`src/rtl/nv_fifo_ctl_20x16.sv`:
```
`timescale 1ns/1ps
// FIFO controller driving an external 20x16 registered-read RAM with a two-stage read pipeline.
// Optional write-to-output bypass: define NV_FIFO_CTL_BYPASS_EN.
module nv_fifo_ctl_20x16 #(
    parameter int DEPTH = 20,
    parameter int WIDTH = 16
) (
    input  logic             clk,
    input  logic             rst,
    input  logic             wr_pvld,
    output logic             wr_prdy,
    input  logic [WIDTH-1:0] wr_pd,
    output logic             rd_pvld,
    input  logic             rd_prdy,
    output logic [WIDTH-1:0] rd_pd,
    output logic [4:0]       occ,
    output logic [4:0]       ram_wa,
    output logic [4:0]       ram_ra,
    output logic             ram_we,
    output logic             ram_re,
    output logic             ram_ore,
    output logic             ram_byp_sel,
    output logic [WIDTH-1:0] ram_di,
    output logic [WIDTH-1:0] ram_dbyp,
    input  logic [WIDTH-1:0] ram_dout,
    input  logic [31:0]      pwrbus_ram_pd,
    output logic [31:0]      ram_pwrbus_pd
);

    localparam logic [4:0] DEPTH_C = 5'(DEPTH);
    localparam logic [4:0] LAST_C  = 5'(DEPTH - 1);

    logic [4:0] wr_ptr_q, wr_ptr_d;
    logic [4:0] rd_ptr_q, rd_ptr_d;
    logic [4:0] cnt_q, cnt_d;
    logic       s1_vld_q, s1_vld_d;
    logic       s2_vld_q, s2_vld_d;
    logic       bypass_take;

    // Handshake and RAM strobes; every strobe is forced low while rst is high.
    always_comb begin
        wr_prdy = (cnt_q < DEPTH_C) & ~rst;
`ifdef NV_FIFO_CTL_BYPASS_EN
        // An empty pipeline whose output slot frees this cycle lets the word skip the RAM.
        bypass_take = wr_pvld & (cnt_q == '0) & ~s1_vld_q & (~s2_vld_q | rd_prdy) & ~rst;
        ram_byp_sel = bypass_take;
        ram_dbyp    = wr_pd;
`else
        bypass_take = 1'b0;
        ram_byp_sel = 1'b0;
        ram_dbyp    = '0;
`endif
        ram_we  = wr_pvld & wr_prdy & ~bypass_take;
        ram_ore = (s1_vld_q | bypass_take) & (~s2_vld_q | rd_prdy) & ~rst;
        // cnt_q is registered, so a word written this cycle cannot be read before the next.
        ram_re  = (cnt_q != '0) & (~s1_vld_q | ram_ore) & ~rst;
    end

    always_comb begin
        wr_ptr_d = wr_ptr_q;
        rd_ptr_d = rd_ptr_q;
        if (ram_we) begin
            wr_ptr_d = (wr_ptr_q == LAST_C) ? '0 : wr_ptr_q + 5'd1;
        end
        if (ram_re) begin
            rd_ptr_d = (rd_ptr_q == LAST_C) ? '0 : rd_ptr_q + 5'd1;
        end
        cnt_d    = cnt_q + {4'd0, ram_we} - {4'd0, ram_re};
        s1_vld_d = ram_re | (s1_vld_q & ~ram_ore);
        s2_vld_d = ram_ore | (s2_vld_q & ~rd_prdy);
    end

    // NOTE: state flops use non-blocking assignments; the RAM array and its output
    // register live outside this block and need no reset because s2_vld qualifies rd_pd.
    always_ff @(posedge clk) begin
        if (rst) begin
            wr_ptr_q <= '0;
            rd_ptr_q <= '0;
            cnt_q    <= '0;
            s1_vld_q <= 1'b0;
            s2_vld_q <= 1'b0;
        end else begin
            wr_ptr_q <= wr_ptr_d;
            rd_ptr_q <= rd_ptr_d;
            cnt_q    <= cnt_d;
            s1_vld_q <= s1_vld_d;
            s2_vld_q <= s2_vld_d;
        end
    end

    always_comb begin
        ram_wa        = wr_ptr_q;
        ram_ra        = rd_ptr_q;
        ram_di        = wr_pd;
        rd_pvld       = s2_vld_q;
        rd_pd         = ram_dout;
        occ           = cnt_q + {4'd0, s1_vld_q} + {4'd0, s2_vld_q};
        ram_pwrbus_pd = pwrbus_ram_pd;
    end

endmodule

```
`config.mk`:
```
export PLATFORM = sky130hd
export DESIGN_NAME = nv_fifo_ctl_20x16
export DESIGN_NICKNAME = d
export VERILOG_FILES = /design/src/rtl/nv_fifo_ctl_20x16.sv
export SDC_FILE = /design/constraint.sdc
export NUM_CORES = 1
export LEC_CHECK = 0
export ABC_AREA = 1
export BUFFER_PORTS_ARGS = -buffer_cell sky130_fd_sc_hd__buf_2
export CORE_ASPECT_RATIO = 1.1
export CORE_UTILIZATION = 35
export DETAILED_ROUTE_END_ITERATION = 7
export PLACE_DENSITY = 0.75
export SETUP_SLACK_MARGIN = 0.4
export SLEW_MARGIN = 15
export SYNTH_ARGS = -nofsm -noshare
export SYNTH_HDL_FRONTEND = slang
export SYNTH_SLANG_ARGS = --single-unit
export TNS_END_PERCENT = 5
```
`constraint.sdc`:
```
create_clock -name clk -period 2.8 [get_ports clk]
set_clock_uncertainty 0.1 [all_clocks]
set_input_delay 0.56 -clock clk [delete_from_list [all_inputs] [get_ports clk]]
set_output_delay 0.56 -clock clk [all_outputs]
set_load 0.05 [all_outputs]
```
# ---- Yosys cells after proc, flatten, opt, wreduce, memory -nomap -nowiden
# Index checks and enable logic that the tools add are counted.
dict set report word_totals {
  ff_bits 17
  inputBits 68
}
dict set report classes {
  n_addsub 6
  order_cmp 1
  n_eq_ne 2
  n_mux 2
  n_bitwise 17
  n_reduce_logical 1
}
# operator n
set ops {}
lappend ops {{adder 5 x 1 -> 5 bit} 3}
lappend ops {{adder 5 x 1 -> 5 bit (second input constant)} 2}
lappend ops {{== test 5 bit (second input constant)} 2}
lappend ops {{two-way mux 5 bit} 2}
lappend ops {{bitwise AND 1 bit} 8}
lappend ops {{< comparator 5 bit (second input constant)} 1}
lappend ops {{inverter 1 bit} 5}
lappend ops {{nonzero test 5 bit} 1}
lappend ops {{subtractor 5 x 1 -> 5 bit} 1}
lappend ops {{bitwise OR 1 bit} 4}

# ---- Depth between registers and ports, before layout
# Gate-level depths: netlist (run 1).
dict set report depth {
  ltp_word 8
  depth_mapped 16
  depth_no_buf 16
}

# ---- Least setup slack after synthesis (run 1)
# OpenSTA, ideal clock, no wires.
dict set report synth_path {
  path_kind {flip-flop to output port}
  startpoint {reg s2_vld_q (netlist: rd_pvld)}
  endpoint {out occ[4]}
  t_arrival_ns 2.324
  slack_ns -0.184
  path_stages_with_launch 7
  path_buffers 0
  path_cell_list {dfxtp_1 inv_1 fa_1 inv_1 ha_1 nand2_1 xnor2_1}
}
dict set report synth_between {
  elab_chain_cells 1
}
# item line_no
set synth_rtl {}
lappend synth_rtl {{start, declared} 37} ;# logic s2_vld_q, s2_vld_d;
lappend synth_rtl {{start signal, assigned} 87} ;# s2_vld_q <= s2_vld_d;
lappend synth_rtl {{adder 5 x 1 -> 5 bit} 97} ;# occ = cnt_q + {4'd0, s1_vld_q} + {4'd0, s2_vld_q};
lappend synth_rtl {{end, declared} 16} ;# output logic [4:0] occ,
# No other way between the ends.

# ---- Worst setup path after layout (run 1)
dict set report layout_path {
  startpoint {reg cnt_q[2]}
  endpoint {reg cnt_q[4]}
}
dict set report layout_between {
  elab_chain_cells 5
}
# item line_no
set layout_rtl {}
lappend layout_rtl {{start, declared} 35} ;# logic [4:0] cnt_q, cnt_d;
lappend layout_rtl {{start signal, assigned} 85} ;# cnt_q <= cnt_d;
lappend layout_rtl {{< comparator 5 bit} 42} ;# wr_prdy = (cnt_q < DEPTH_C) & ~rst;
lappend layout_rtl {{bitwise AND 1 bit} 42}
lappend layout_rtl {{bitwise AND 1 bit} 53} ;# ram_we = wr_pvld & wr_prdy & ~bypass_take;
lappend layout_rtl {{adder 5 x 1 -> 5 bit} 68} ;# cnt_d = cnt_q + {4'd0, ram_we} - {4'd0, ram_re};
lappend layout_rtl {{subtractor 5 x 1 -> 5 bit (*)} 68}
# Every way passes the cells marked *; elsewhere a longest branch is shown, timed or not.
# A chain may end at the register's enable or synchronous reset.

==> flow_summary.toml, run 1 <==
[status]
outcome = "completed"

[global_route]
grt_max_degree = 16
grtUsageTotal_pct = 11.4
grt_pass1_vias = 1002
antenna_found_initial = 0
grt.overflow.total = 0
grt_pass1_wl_mm = 4.39

[setup_path]
cp-end-kind = "flop"
crit_slowest_cell = "dfxtp_4"
required_ns = 2.85
slowest_delay_ns = 0.36
crit_chain = "inv_4, ha_4, inv_1, nor2_1, nand2_1, nand3_4, clkinv_4, ha_4, inv_2, ha_4, fa_2, a21oi_2, o21bai_1, o21ai_1, nor2_1"
worstPathMaxFanout = 5
start_kind = "flop"
path_class = "flop to flop"
cpMostUsedCell = "ha_4"
critPathArrivalTime_ns = 2.38

[clock_network]
cts_tree = "built"
path_clk_slew_ns = 0.07
h-tree-depth = 1
cts_hold_buf = 0
clockBufferDepth = 2
cts_buffers = 3
clock-sinks = 17
worstSkewPairLatency_ns = 0.25
cts_root_buf = "clkbuf_8"

[final_layout]
fillerInstances = 519
final_nets = 288
antenna_cells = 0
areaGrowthSynthToFinish_pct = -7.16
final_layout_size_suffix_gt1_share_pct = 30.9

[floorplanning]
die_w_um = 68.7
die_h_um = 75.3
die_area_sq_um = 5170
start_util_pct = 36.5
io_pins = 169
coreArea_sq_um = 4680
rows = 26

[drt]
route.detailed.drc = 0
detail_route.wl_per_cell_um = 11.0
drtIter0Drc = 37
first_pass_iters = 4
wl_met1_mm = 1.14
top_layer_used = "met4"
wl_met3_um = 244
route.vias.total = 1130
via_per_inst = 4.35
dr_wl_met2_mm = 1.42
drt-total-wl_mm = 2.85
antenna_left = 0

[place]
io_buffers = 23
dp_hpwl_mm = 2.04
post-place-ws_ns = 0.191
gp_congestion = 0.866

[hold_path]
hold_class = "flop to flop"

[synth]
synth_top_area_share_pct = 35.5
syn_avg_cell_area_sq_um = 7.35
ys_warn_count = 0
synth_seq_cells = 17
synth_area_sq_um = 1710
synthTopCellsByArea = "buf_4, dfxtp_1, ha_1"
yosysUniqueCellTypes = 23
synth_top_cell_by_area = "buf_4"
netlist_instances = 233
ys_seq_area_share_pct = 19.9

[timing]
rsz0062_at_grt = "yes"
post-route-min-period_ns = 2.33
fmax_mhz = 429
setup_violations = 0
finalWorstSetupSlack_ns = 0.471
finalHoldViolCount = 0
slew_violations = 0
fin_setup_tns_ns = 0
period_share_pct = 83.2

[power_and_ir_drop]
p_per_area_nw_per_um2 = 954
p_leak_nw = 0.758
ir_drop_mv = 0.561

[job]
drv_cap = 0
==> worst max-delay path: cells and delay by family (launching register included) <==
family / cells / cell delay [ns]
AND/OR/NAND/NOR: 4 / 0.33
flip-flops: 1 / 0.36
AO/OA/AOI/OAI: 3 / 0.35
adder cells (fa/ha/maj): 4 / 0.89
buffers and inverters: 4 / 0.21
==> sequential cells by signal, indices dropped and copies added (netlist names) <==
name	flops
s1_vld_q	1
ram_ra	5
cnt_q	5
rd_pvld	1
ram_wa	5
==> synthesized netlist by cell type <==
library cell,number
fa_1,2
o21ai_0,4
nor3_1,1
nand4_4,1
ha_1,13
nor2_1,18
dfxtp_1,17
clkinv_1,1
nand4_1,3
clkbuf_1,1
inv_2,2
inv_4,1
buf_4,81
o21bai_1,1
nand3_1,10
nand3_4,1
xor2_1,4
conb_1,1
a21oi_1,11
xnor2_1,2
inv_1,26
and2_1,1
nand2_1,31
==> metal layers <==
layer  track usage, %  up-vias
met3             5.24       14
met1             12.6      506
li1                 -      559
met5                0        -
met2             18.2       51
met4             5.79        0
==> worst paths after layout <==
kind / from / to / slack [ns] / depth (start not counted)
worst min register to register: s1_vld_q / rd_pvld / 0.40 / 2
worst max register to register: cnt_q[2] / cnt_q[4] / 0.47 / 15
worst max-delay path: cnt_q[2] / cnt_q[4] / 0.47 / 15
worst min-delay path: s1_vld_q / rd_pvld / 0.40 / 2
==> placed cells by master (no fill, tap or decap) <==
cell type and count:
o21ai_0 3, buf_4 10, nand2_2 1, ha_1 9
nand3_1 10, inv_4 3, ha_4 4, xnor2_4 1
dfxtp_2 4, o21bai_1 1, dfxtp_4 1, buf_2 21
buf_6 1, nor3_1 1, inv_1 21, clkbuf_8 3
dfxtp_1 12, a21oi_2 1, a21oi_1 10, nand4_4 1
clkinv_1 1, nand3_4 1, and2_1 1, conb_1 17
clkinv_2 1, o21ai_1 1, xor2_2 2, nand2_1 30
clkbuf_4 1, inv_2 4, nand4_1 3, clkinv_4 1
xnor2_1 1, xor2_1 2, fa_2 2, nor2_1 18
==> stage by stage <==
stage / hold WS [ns] / util [%] / area [sq um] / std cells / power, mW
3_3_place_gp: 0.392 / 29.8 / 1390 / 247 / 1.15
2_1_floorplan: 0.374 / - / 1810 / 249 / 1.28
5_1_grt: 0.431 / 33.9 / 1590 / 260 / 1.64
3_5_place_dp: 0.398 / 29.8 / 1390 / 247 / 1.16
4_1_cts: 0.409 / 32.1 / 1500 / 255 / 1.42
6_report: 0.397 / 33.9 / 1590 / 260 / 1.52
==> power breakdown <==
group	switching (mW)	total [mW]	internal, mW
Combinational	0.623	0.965	0.343
Sequential	0.0648	0.366	0.302
Clock	0.0860	0.185	0.0988
==> what timing repair did <==
item	CTS	global route
pin swaps	2	7
setup endpoints to repair	3	6
setup buffers	4	5
resized for setup	11	15
==> layout make-up <==
type / count / area [sq um] / area share (%)
flip-flops and latches: 17 / 349 / 22.0
repair buffers: 33 / 199 / 12.5
clock inverters: 1 / 5.00 / 0.315
clock buffers: 3 / 41.3 / 2.60
inverters: 30 / 125 / 7.87
multi-input cells: 120 / 800 / 50.3
well taps: 56 / 70.1 / 4.41
==> cells by family (layout without fill, tap and decap cells) <==
logic type,Yosys count,in the layout,synth area share [%]
buf+inv,112,67,42.5
simple gates,66,66,17.7
flops,17,17,19.9
compound gates,16,16,4.82
fa+ha+maj,15,15,11.8
xor+xnor,6,6,3.07
other cells,1,17,0.219
Power figures use the tool's default switching activity.
==> inputs of run 2 (changes only) <==
==> constraint.sdc (replaced) <==
create_clock -name clk -period 2.3 [get_ports clk]
set_clock_uncertainty 0.1 [all_clocks]
set_input_delay 0.46 -clock clk [delete_from_list [all_inputs] [get_ports clk]]
set_output_delay 0.46 -clock clk [all_outputs]
set_load 0.05 [all_outputs]
==> run 2 against run 1 <==
Clock-buffer cell count rose by 1. Non-clock buffer count rose by 6. Sequential share of layout area fell by 1.4 points. Register-to-register slack got worse by 0.35 ns. Wire length fell by 2.0%. Critical path type is now flop to output pin. Largest power group unchanged.
==> flow_summary.toml, run 2 (synthesized netlist as in run 1, its figures left out) <==
[status]
outcome = "completed"

[global_route]
grt_pass1_vias = 1094
grt_max_degree = 16
antenna_found_initial = 0
grtUsageTotal_pct = 12.3
grt.overflow.total = 0
grt_pass1_wl_mm = 4.66

[setup_path]
cp-end-kind = "output pin"
crit_chain = "inv_4, fa_2, inv_2, ha_4, nand2_4, xnor2_4, buf_6"
worstPathMaxFanout = 3
required_ns = 1.74
slowest_delay_ns = 0.37
crit_slowest_cell = "fa_2"
path_class = "flop to output pin"
start_kind = "flop"
critPathArrivalTime_ns = 1.66

[power_and_ir_drop]
p_switching_mw = 0.958
p_leak_nw = 0.813
pwr-share-comb_pct = 66.0
ir_drop_mv = 0.479
intPower_mw = 0.981
seqPwrFrac_pct = 22.5
p_sw_share_pct = 49.4
pwr-share-clk_pct = 11.4
p_per_area_nw_per_um2 = 1140
total_power_mw = 1.94

[place]
io_buffers = 23
dp_hpwl_mm = 2.17
gp_congestion = 0.758
dpl_cell_area_sq_um = 1530

[timing]
rsz0062_at_grt = "yes"
fmax_mhz = 451
slew_violations = 0
fin_setup_tns_ns = 0
setup_violations = 0
finalHoldViolCount = 0
post-route-min-period_ns = 2.22
period_share_pct = 96.5

[final_layout]
final_cell_mix = "nand2_1, inv_1, buf_2"
antenna_cells = 0
areaGrowthSynthToFinish_pct = -0.292
mostFrequentLayoutCell = "nand2_1"
fillerInstances = 521
seqCellArea_sq_um = 352
multi_input_area_sq_um = 823
final_nets = 294
final_layout_size_suffix_gt1_share_pct = 34.8
final_cell_area_sq_um = 1710

[floorplanning]
start_util_pct = 36.5
rows = 26
die_h_um = 75.3
die_area_sq_um = 5170
coreArea_sq_um = 4680
die_w_um = 68.7
io_pins = 169

[clock_network]
cts_root_buf = "clkbuf_8"
clockBufferDepth = 2
clock-sinks = 17
path_clk_slew_ns = 0.06
worstSkewPairLatency_ns = 0.25
cts_tree = "built"
cts_buffers = 3
h-tree-depth = 1

[drt]
route.detailed.drc = 0
first_pass_iters = 4
antenna_left = 0
route.vias.total = 1155
drt-total-wl_mm = 2.80
via_per_inst = 4.34
drtIter0Drc = 20
detail_route.wl_per_cell_um = 10.5

[hold_path]
hold_class = "flop to flop"

[job]
drv_cap = 0
-- run 2: cell types whose count changed in the layout (fill, tap and decap cells not counted), moves of 2 or more --
cell and delta:
inv_4 +2, inv_1 -2, buf_6 +2, buf_4 +4, buf_8 +2, nand2_1 -2, buf_2 -2
-- run 2: area by class of cell --
class	instances	area share, %
well taps	56	4.11
inverters	30	7.77
clock buffers	4	2.64
repair buffers	39	16.6
multi-input cells	120	48.2
flip-flops and latches	17	20.6
-- run 2: what timing repair did --
item / in CTS / in global routing
setup endpoints to repair: 12 / 12
pin swaps: 8 / 4
hold endpoints to repair: 0 / 0
hold buffers: 0 / 0
resized for setup: 13 / 15
setup buffers: 6 / 0
-- run 2: metal layers --
metal  up-vias  GRT usage [%]  share of wire, %
li1        573              -                 -
met1       520           12.5                40
met2        52           21.0                51
met3        10           4.79               6.8
met4         0           7.87               2.0
met5         -              0                 0
-- run 2: stage by stage --
stage | hold slack, ns | setup WS (ns) | util, % | cells
after floorplan | 0.374 | -0.0147 | - | 249
after global placement | 0.382 | 0.0124 | 32.7 | 256
after detailed placement | 0.392 | -0.0179 | 32.7 | 256
after CTS | 0.401 | 0.0851 | 35.7 | 266
after global routing | 0.439 | -0.0144 | 36.4 | 266
final | 0.396 | 0.0811 | 36.4 | 266
-- run 2: power groups by stage --
stage / combinational (mW) / sequential (mW) / clock, mW
6_report: 1.28 / 0.437 / 0.222
4_1_cts: 1.24 / 0.437 / 0.236
5_1_grt: 1.41 / 0.447 / 0.246
3_5_place_dp: 1.15 / 0.445 / 0
2_1_floorplan: 1.13 / 0.522 / 0
3_3_place_gp: 1.13 / 0.438 / 0
-- run 2: worst paths after layout --
path,start,endpoint,slack (ns),cells after the start
setup / recovery,rd_pvld,occ[4],0.08,7
hold / removal,ram_wa[1],ram_wa[1],0.40,2
setup reg to reg,cnt_q[2],cnt_q[2],0.12,14
hold reg to reg,ram_wa[1],ram_wa[1],0.40,2
-- run 2: critical path, delay by kind of cell, from the launching register on --
kind | cells | cell delay (ns)
xor gates and xnor gates | 1 | 0.15
adders and majority gates | 2 | 0.54
buffers and inverters | 3 | 0.29
DFF | 1 | 0.36
and+or+nand+nor | 1 | 0.07
